$ cat src/rtl/div_seq_unit.sv
// Multicycle signed restoring divider: one quotient bit per clock, remainder on hi, quotient on lo.
// Optional DIVU support via `define DIV_SEQ_UNSIGNED_EN (adds the unsigned_op input).
module div_seq_unit #(
  parameter int WIDTH = 32,
  parameter int CNT_W = 6
) (
  input  logic             clock,
  input  logic             reset,
  input  logic             start,
  input  logic [WIDTH-1:0] dividend,
  input  logic [WIDTH-1:0] divisor,
`ifdef DIV_SEQ_UNSIGNED_EN
  input  logic             unsigned_op,
`endif
  output logic             busy,
  output logic             done,
  output logic             div_zero,
  output logic [WIDTH-1:0] hi,
  output logic [WIDTH-1:0] lo
);

  localparam logic [1:0] S_IDLE = 2'd0;
  localparam logic [1:0] S_RUN  = 2'd1;
  localparam logic [1:0] S_DZ   = 2'd2;
  localparam logic [1:0] S_FIX  = 2'd3;

  logic [1:0]       state_q, state_d;
  logic [CNT_W-1:0] cnt_q, cnt_d;
  logic [WIDTH-1:0] rem_q, rem_d;
  logic [WIDTH-1:0] quo_q, quo_d;
  logic [WIDTH-1:0] dvs_q, dvs_d;
  logic             sign_q_q, sign_q_d;
  logic             sign_r_q, sign_r_d;
  logic             busy_q, busy_d;
  logic             done_q, done_d;
  logic             dz_q, dz_d;
  logic [WIDTH-1:0] hi_q, hi_d;
  logic [WIDTH-1:0] lo_q, lo_d;

  logic             signed_op;
  logic             sgn_a, sgn_b;
  logic [WIDTH-1:0] mag_a, mag_b;
  logic [WIDTH:0]   rem_sh, diff;

`ifdef DIV_SEQ_UNSIGNED_EN
  assign signed_op = ~unsigned_op;
`else
  assign signed_op = 1'b1;
`endif

  assign sgn_a = signed_op & dividend[WIDTH-1];
  assign sgn_b = signed_op & divisor[WIDTH-1];
  assign mag_a = sgn_a ? -dividend : dividend;
  assign mag_b = sgn_b ? -divisor  : divisor;

  // Shifted remainder is one bit wider so a full-range unsigned divisor still compares correctly;
  // a clear borrow bit in diff means rem_sh >= divisor magnitude.
  assign rem_sh = {rem_q, quo_q[WIDTH-1]};
  assign diff   = rem_sh - {1'b0, dvs_q};

  always_comb begin
    state_d  = state_q;
    cnt_d    = cnt_q;
    rem_d    = rem_q;
    quo_d    = quo_q;
    dvs_d    = dvs_q;
    sign_q_d = sign_q_q;
    sign_r_d = sign_r_q;
    busy_d   = busy_q;
    done_d   = 1'b0;
    dz_d     = dz_q;
    hi_d     = hi_q;
    lo_d     = lo_q;
    case (state_q)
      S_IDLE: begin
        if (start) begin
          busy_d = 1'b1;
          dz_d   = 1'b0;
          if (divisor == '0) begin
            state_d = S_DZ;
          end else begin
            dvs_d    = mag_b;
            quo_d    = mag_a;
            rem_d    = '0;
            cnt_d    = '0;
            sign_q_d = sgn_a ^ sgn_b;
            sign_r_d = sgn_a;
            state_d  = S_RUN;
          end
        end
      end
      S_DZ: begin
        dz_d    = 1'b1;
        done_d  = 1'b1;
        busy_d  = 1'b0;
        state_d = S_IDLE;
      end
      S_RUN: begin
        if (!diff[WIDTH]) begin
          rem_d = diff[WIDTH-1:0];
          quo_d = {quo_q[WIDTH-2:0], 1'b1};
        end else begin
          rem_d = rem_sh[WIDTH-1:0];
          quo_d = {quo_q[WIDTH-2:0], 1'b0};
        end
        cnt_d = cnt_q + 1'b1;
        if (cnt_q == CNT_W'(WIDTH - 1)) begin
          state_d = S_FIX;
        end
      end
      S_FIX: begin
        lo_d    = sign_q_q ? -quo_q : quo_q;
        hi_d    = sign_r_q ? -rem_q : rem_q;
        done_d  = 1'b1;
        busy_d  = 1'b0;
        state_d = S_IDLE;
      end
      default: state_d = S_IDLE;
    endcase
  end

  always_ff @(posedge clock) begin
    if (reset) begin
      state_q  <= S_IDLE;
      cnt_q    <= '0;
      rem_q    <= '0;
      quo_q    <= '0;
      dvs_q    <= '0;
      sign_q_q <= 1'b0;
      sign_r_q <= 1'b0;
      busy_q   <= 1'b0;
      done_q   <= 1'b0;
      dz_q     <= 1'b0;
      hi_q     <= '0;
      lo_q     <= '0;
    end else begin
      state_q  <= state_d;
      cnt_q    <= cnt_d;
      rem_q    <= rem_d;
      quo_q    <= quo_d;
      dvs_q    <= dvs_d;
      sign_q_q <= sign_q_d;
      sign_r_q <= sign_r_d;
      busy_q   <= busy_d;
      done_q   <= done_d;
      dz_q     <= dz_d;
      hi_q     <= hi_d;
      lo_q     <= lo_d;
    end
  end

  assign busy     = busy_q;
  assign done     = done_q;
  assign div_zero = dz_q;
  assign hi       = hi_q;
  assign lo       = lo_q;

endmodule

$ cat config.mk
export PLATFORM = sky130hd
export DESIGN_NAME = div_seq_unit
export DESIGN_NICKNAME = d
export VERILOG_FILES = /design/src/rtl/div_seq_unit.sv
export SDC_FILE = /design/constraint.sdc
export NUM_CORES = 1
export LEC_CHECK = 0
export BUFFER_PORTS_ARGS = -buffer_cell sky130_fd_sc_hd__buf_4
export CAP_MARGIN = 20
export CORE_AREA = 2 2 145 147
export DETAILED_ROUTE_END_ITERATION = 10
export DIE_AREA = 0 0 147 149
export HOLD_SLACK_MARGIN = 0.1
export PLACE_DENSITY_LB_ADDON = 0.1
export SYNTH_ARGS = -nofsm -noshare
export SYNTH_HDL_FRONTEND = slang
export SYNTH_SLANG_ARGS = --single-unit
$ cat constraint.sdc
create_clock -name clock -period 3.44 [get_ports clock]
set_clock_uncertainty 0.1 [all_clocks]
set_input_delay 0 -clock clock [delete_from_list [all_inputs] [get_ports clock]]
set_output_delay 0 -clock clock [all_outputs]
set_load 0.005 [all_outputs]
Word-level counts from Yosys, hierarchy flattened
Index checks and enable logic that the tools add are counted.
{"block": "totals", "ff_bits": 173, "out_inout_bits": 67}
{"block": "classes", "addsub": 6, "eq_ne": 7, "n_mux": 24, "bitwise": 2, "n_reduce_logical": 11}
{"op": "2-to-1 mux 32 bit", "n": 9}
{"op": "negator 32 bit", "n": 4}
{"op": "one-hot mux 32 bit (2 select lines)", "n": 2}
{"op": "subtractor 33 x 32 -> 33 bit", "n": 1}
{"op": "logical NOT 32 bit", "n": 1}
{"op": "2-to-1 mux 6 bit", "n": 2}
{"op": "one-hot mux 6 bit (2 select lines)", "n": 1}
{"op": "adder 6 x 1 -> 6 bit (second input constant)", "n": 1}
{"op": "equality test 6 x 5 -> 1 bit (second input constant)", "n": 1}
{"op": "2-to-1 mux 2 bit", "n": 3}
{"op": "!= test 2 bit (second input constant)", "n": 3}
{"op": "one-hot mux 2 bit (3 select lines)", "n": 1}
{"op": "AND reduction 2 bit", "n": 3}
{"op": "AND reduction 3 bit", "n": 2}
{"op": "nonzero test 2 bit", "n": 3}
{"op": "equality test 2 bit (second input constant)", "n": 2}
{"op": "2-to-1 mux 1 bit", "n": 4}
{"op": "one-hot mux 1 bit (2 select lines)", "n": 2}
{"op": "equality test 2 x 1 -> 1 bit (second input constant)", "n": 1}
{"op": "logical NOT 2 bit", "n": 1}
{"op": "OR reduction 2 bit", "n": 1}
{"op": "NOT 1 bit", "n": 1}
{"op": "bitwise XOR 1 bit", "n": 1}

Logic depth before layout (Yosys ltp)
{"block": "logic_depth", "word_depth": 5, "ltp_mapped": 13, "depth_no_buf": 12}

Least setup slack after synthesis
No wires, ideal clock.
{"block": "synth_path", "kind": "flip-flop to flip-flop", "from": "register quo_q[31]", "to": "register rem_q[18]", "setup_ps": 128, "arrival_time_ps": 3151, "required_time_ps": 3212, "path_slack_ps": 60, "path_stages_with_launch": 14, "n_path_buf": 1, "synth_period_minus_slack_ps": 3380, "cell_sequence": "dfxtp_1 > inv_1 > ha_1 > fa_1 > nand2b_1 > a21o_1 > a21oi_1 > a21oi_1 > o22ai_1 > a41oi_1 > xnor2_2 > clkbuf_1 > mux2i_1 > o21ai_0"}
{"block": "synth_via", "elab_chain_cells": 3}
{"element": "start: declaration", "line": "30", "text": "logic [WIDTH-1:0] quo_q, quo_d;"}
{"element": "start signal: assignment", "line": "140", "text": "quo_q <= quo_d;"}
{"element": "subtractor 33 x 32 -> 33 bit", "line": "59", "text": "assign diff = rem_sh - {1'b0, dvs_q};"}
{"element": "2-to-1 mux 32 bit", "line": "99", "text": "if (!diff[WIDTH]) begin"}
{"element": "one-hot mux 32 bit (2 select lines)", "line": "74", "text": "case (state_q)"}
{"element": "end signal: assignment", "line": "139", "text": "rem_q <= rem_d;"}
{"element": "end: declaration", "line": "29", "text": "logic [WIDTH-1:0] rem_q, rem_d;"}
Every way passes these cells.
A chain may end at the register's enable or synchronous reset.

Worst setup path after layout
{"block": "layout_path", "from": "input divisor[0]", "to": "register dvs_q[30]"}
{"block": "layout_via", "elab_chain_cells": 3}
{"element": "start: declaration", "line": "11", "text": "input logic [WIDTH-1:0] divisor,"}
{"element": "branches (longest 3 deep; another with negator 32 bit)"}
{"element": "end signal: assignment", "line": "141", "text": "dvs_q <= dvs_d;"}
{"element": "end: declaration", "line": "31", "text": "logic [WIDTH-1:0] dvs_q, dvs_d;"}
Several ways; the timed one is not identified.

==> impl_metrics.toml <==
[outcome]
status = "finished clean"

[global_routing]
gr-total-overflow = 0
grt_max_degree = 74
track_usage_pct = 26.40
grt_pass1_vias = 9391
antenna_found_initial = 0
grt_pass1_wl_mm = 47.47

[critical_path]
worstSetupPathType = "in -> reg"
rr_worst_depth = 14
crit_start = "divisor[0]"
cp_data_arrival_time_ns = 3.61
cp_max_fo = 6
endpoint_kind = "flip-flop"
cp_cell_sequence = "dlygate4sd3_1, buf_4, inv_1, ha_2, nand3b_1, nor4_2, nand3_1, buf_6, o41ai_2, xor2_1, dlygate4sd3_1, a211oi_2, dlygate4sd3_1"
start_kind = "primary input"
slowest_delay_ns = 0.58
crit_family = "buffers and inverters"
cp_data_required_time_ns = 3.72
cp_slowest_cell = "dlygate4sd3_1"
regToRegStartpoint = "quo_q[31]"
crit_path_frequent_cell = "dlygate4sd3_1"
cp_num_buf_inv = 6
cp.depth = 13

[die]
die-width_um = 147
rows = 53
core_um2 = 20560
die_y_um = 149
fp.dieArea_um2 = 21900
ios = 134
start_util_pct = 51.97

[sta]
finalCriticalPeriod_ns = 3.331
max_slew_margin_pct = 30.28
fmax_mhz = 300.2
hold_ws_ns = 0.1610
setup_violations = 0
final_hold_viol_count = 0
setup_ws_ns = 0.1091
slew_viol_final = 0
fin_crit_sh_pct = 96.83
tightest_slew_ns = 1.044

[min_path]
hold_path_class = "in -> reg"
hold_start = "dividend[22]"
whs_path_depth = 5

[synthesis]
yosys.area_share.simple_pct = 18.91
synth_compound_area_share_pct = 24.34
synthesis.instances = 1344
synth_top_family_by_area = "compound AO/OA/AOI/OAI gates"
synth-xor-area-share_pct = 12.12
synth-adder-area-share_pct = 4.520
synth_nets = 1449
yosysWarnings = 0
synthDistinctLibCells = 64
synth_async_sr_flop_share_pct = 0
synth_flop_cell = "dfxtp_1"
muxShareOfSynthArea_pct = 2.916
ys_ff_latch = 173
synth_edf_count = 0
synthesis.area_um2 = 10680
ys_seq_area_share_pct = 32.42
syn_avg_cell_area_um2 = 7.949

[placement]
pre_cts_ws_ns = 0.001191
dp.cells = 1713
gp_congestion = 0.9030
post-dp-hpwl_mm = 20.68
place_area_um2 = 12080
io_buffer_count = 133

[route]
wl_mm = 29.53
drt_iter0_drc = 703
vias = 10430
first_pass_iters = 5
wl_per_cell_um = 15.78
via_per_inst = 5.573
ant_nets = 0
drc = 0

[layout]
layoutNonFillerInstCount = 1872
area_growth_pct = 32.09
final_design_area_no_fill_um2 = 14110
diodes = 0
fin_util_pct = 68.65
drive_gt1_share_pct = 15.65
nets = 1689

[clock_tree]
root_buffer = "clkbuf_16"
path_clk_slew_ns = 0.07
cts_buffer_depth = 2
cts_made_buffers = 17
cts_htree_levels = 4
insertion_delay_ns = 0.44
cts_tree = "yes"
cts.sinks = 173

[pwr]
peakVddDrop_v = 0.0008645
p_leak_nw = 5.713
powerDensity_nw_per_um2 = 875.1

[flow_run]
maxCapViolations = 0
-- synthesized netlist by cell type, types with 7 or more instances --
library cell | count | area share, %
dfxtp_1 | 173 | 32
nor2_1 | 160 | 5.6
nand2_1 | 146 | 5.1
xor2_1 | 113 | 9.3
a211oi_1 | 101 | 7.1
o21ai_0 | 81 | 3.8
a21oi_1 | 66 | 3.1
clkbuf_1 | 58 | 2.0
inv_1 | 54 | 1.9
ha_1 | 37 | 4.3
o31ai_1 | 34 | 2.4
xnor2_1 | 33 | 2.7
mux2i_1 | 30 | 2.8
o211ai_1 | 22 | 1.5
nor3_1 | 20 | 0.94
o41ai_1 | 17 | 1.4
nand2b_1 | 15 | 0.88
or4_1 | 12 | 0.84
buf_2 | 11 | 0.52
nand3_1 | 11 | 0.52
a21o_1 | 10 | 0.70
nor2b_1 | 10 | 0.59
nor4_1 | 9 | 0.53
or3_1 | 9 | 0.53
a22o_1 | 8 | 0.66
nand4_1 | 7 | 0.41
-- final timing paths --
check	to	slack, ns
setup / recovery	dvs_q[30]	0.11
hold / removal	quo_q[22]	0.16
setup reg to reg	rem_q[1]	0.26
hold reg to reg	busy	0.37
-- repair_timing --
action                     CTS  global route
setup endpoints to repair    3            37
hold endpoints to repair    78             0
pin swaps                    0             4
hold buffers               121             0
setup buffers                0             3
gates resized for setup      1            14
gates cloned                 0             3
-- placed cells by master, fill, tap and decap left out, drive strengths merged, types with 4 or more instances in the layout --
cell type / count
dfxtp: 173
a211oi: 101
a21o: 10
xor2: 113
inv: 62
o41ai: 18
nor2: 160
a2bb2oi: 5
nor2b: 10
nor4: 9
or2: 8
nand2b: 15
nand4: 7
and2: 6
a22o: 8
o31ai: 35
nand2: 147
nand3: 11
or4: 17
o21a: 4
a21oi: 66
clkbuf: 21
buf: 174
dlygate4sd3: 121
xnor2: 34
or3: 13
nor3: 20
a31oi: 6
ha: 37
o21ai: 84
and3: 4
nand3b: 5
mux2i: 30
o211ai: 22
-- cells by family after synthesis --
group	after synthesis
flops	173
xor+xnor	147
fa+ha+maj	38
mux	31
compound gates	386
simple gates	438
buf+inv	131
-- per-stage QoR --
stage	power [mW]	TNS, ns
floorplan	7.569	0
global placement	9.158	0
detailed placement	9.241	0
CTS	11.53	0
global route	13.09	-0.01278
finish	12.35	0
-- power breakdown --
part	leakage, nW	internal (mW)	switching (mW)
registers	1.41	2.24	0.307
logic	3.99	3.78	3.92
clock network	0.315	1.20	0.915
total	5.71	7.21	5.14
-- tightest hold or removal path: cells and delay by family --
family	cells	cell delay, ns
AND/OR/NAND/NOR	1	0.10
AO/OA/AOI/OAI	2	0.36
XOR/XNOR	1	0.10
buffers and inverters	1	0.10
-- layout make-up --
class                      instances  area (um2)
sequential                       173        3463
multi-input combinational       1040        6807
clock buffer                      18       439.2
fill                            1780        6445
tap                              275       344.1
clock inverter                    14       197.7
timing repair buffer             298        2659
inverter                          54       202.7
-- flip-flops by register name, indices dropped and copies added, names as in the netlist --
signal	flops
hi	32
rem_q	32
quo_q	32
state_q	2
sign_r_q	1
done	1
dvs_q	32
busy	1
sign_q_q	1
cnt_q	6
div_zero	1
lo	32
-- metal layers --
metal / global-route usage (%) / up-vias / wire length, um
met1: 40.80 / 4808 / 15250
met2: 39.51 / 284 / 12480
met3: 2.691 / 27 / 1482
met5: 0 / - / 0
met4: 6.010 / 0 / 320
li1: - / 5314 / -
Power figures use the tool's default switching activity.
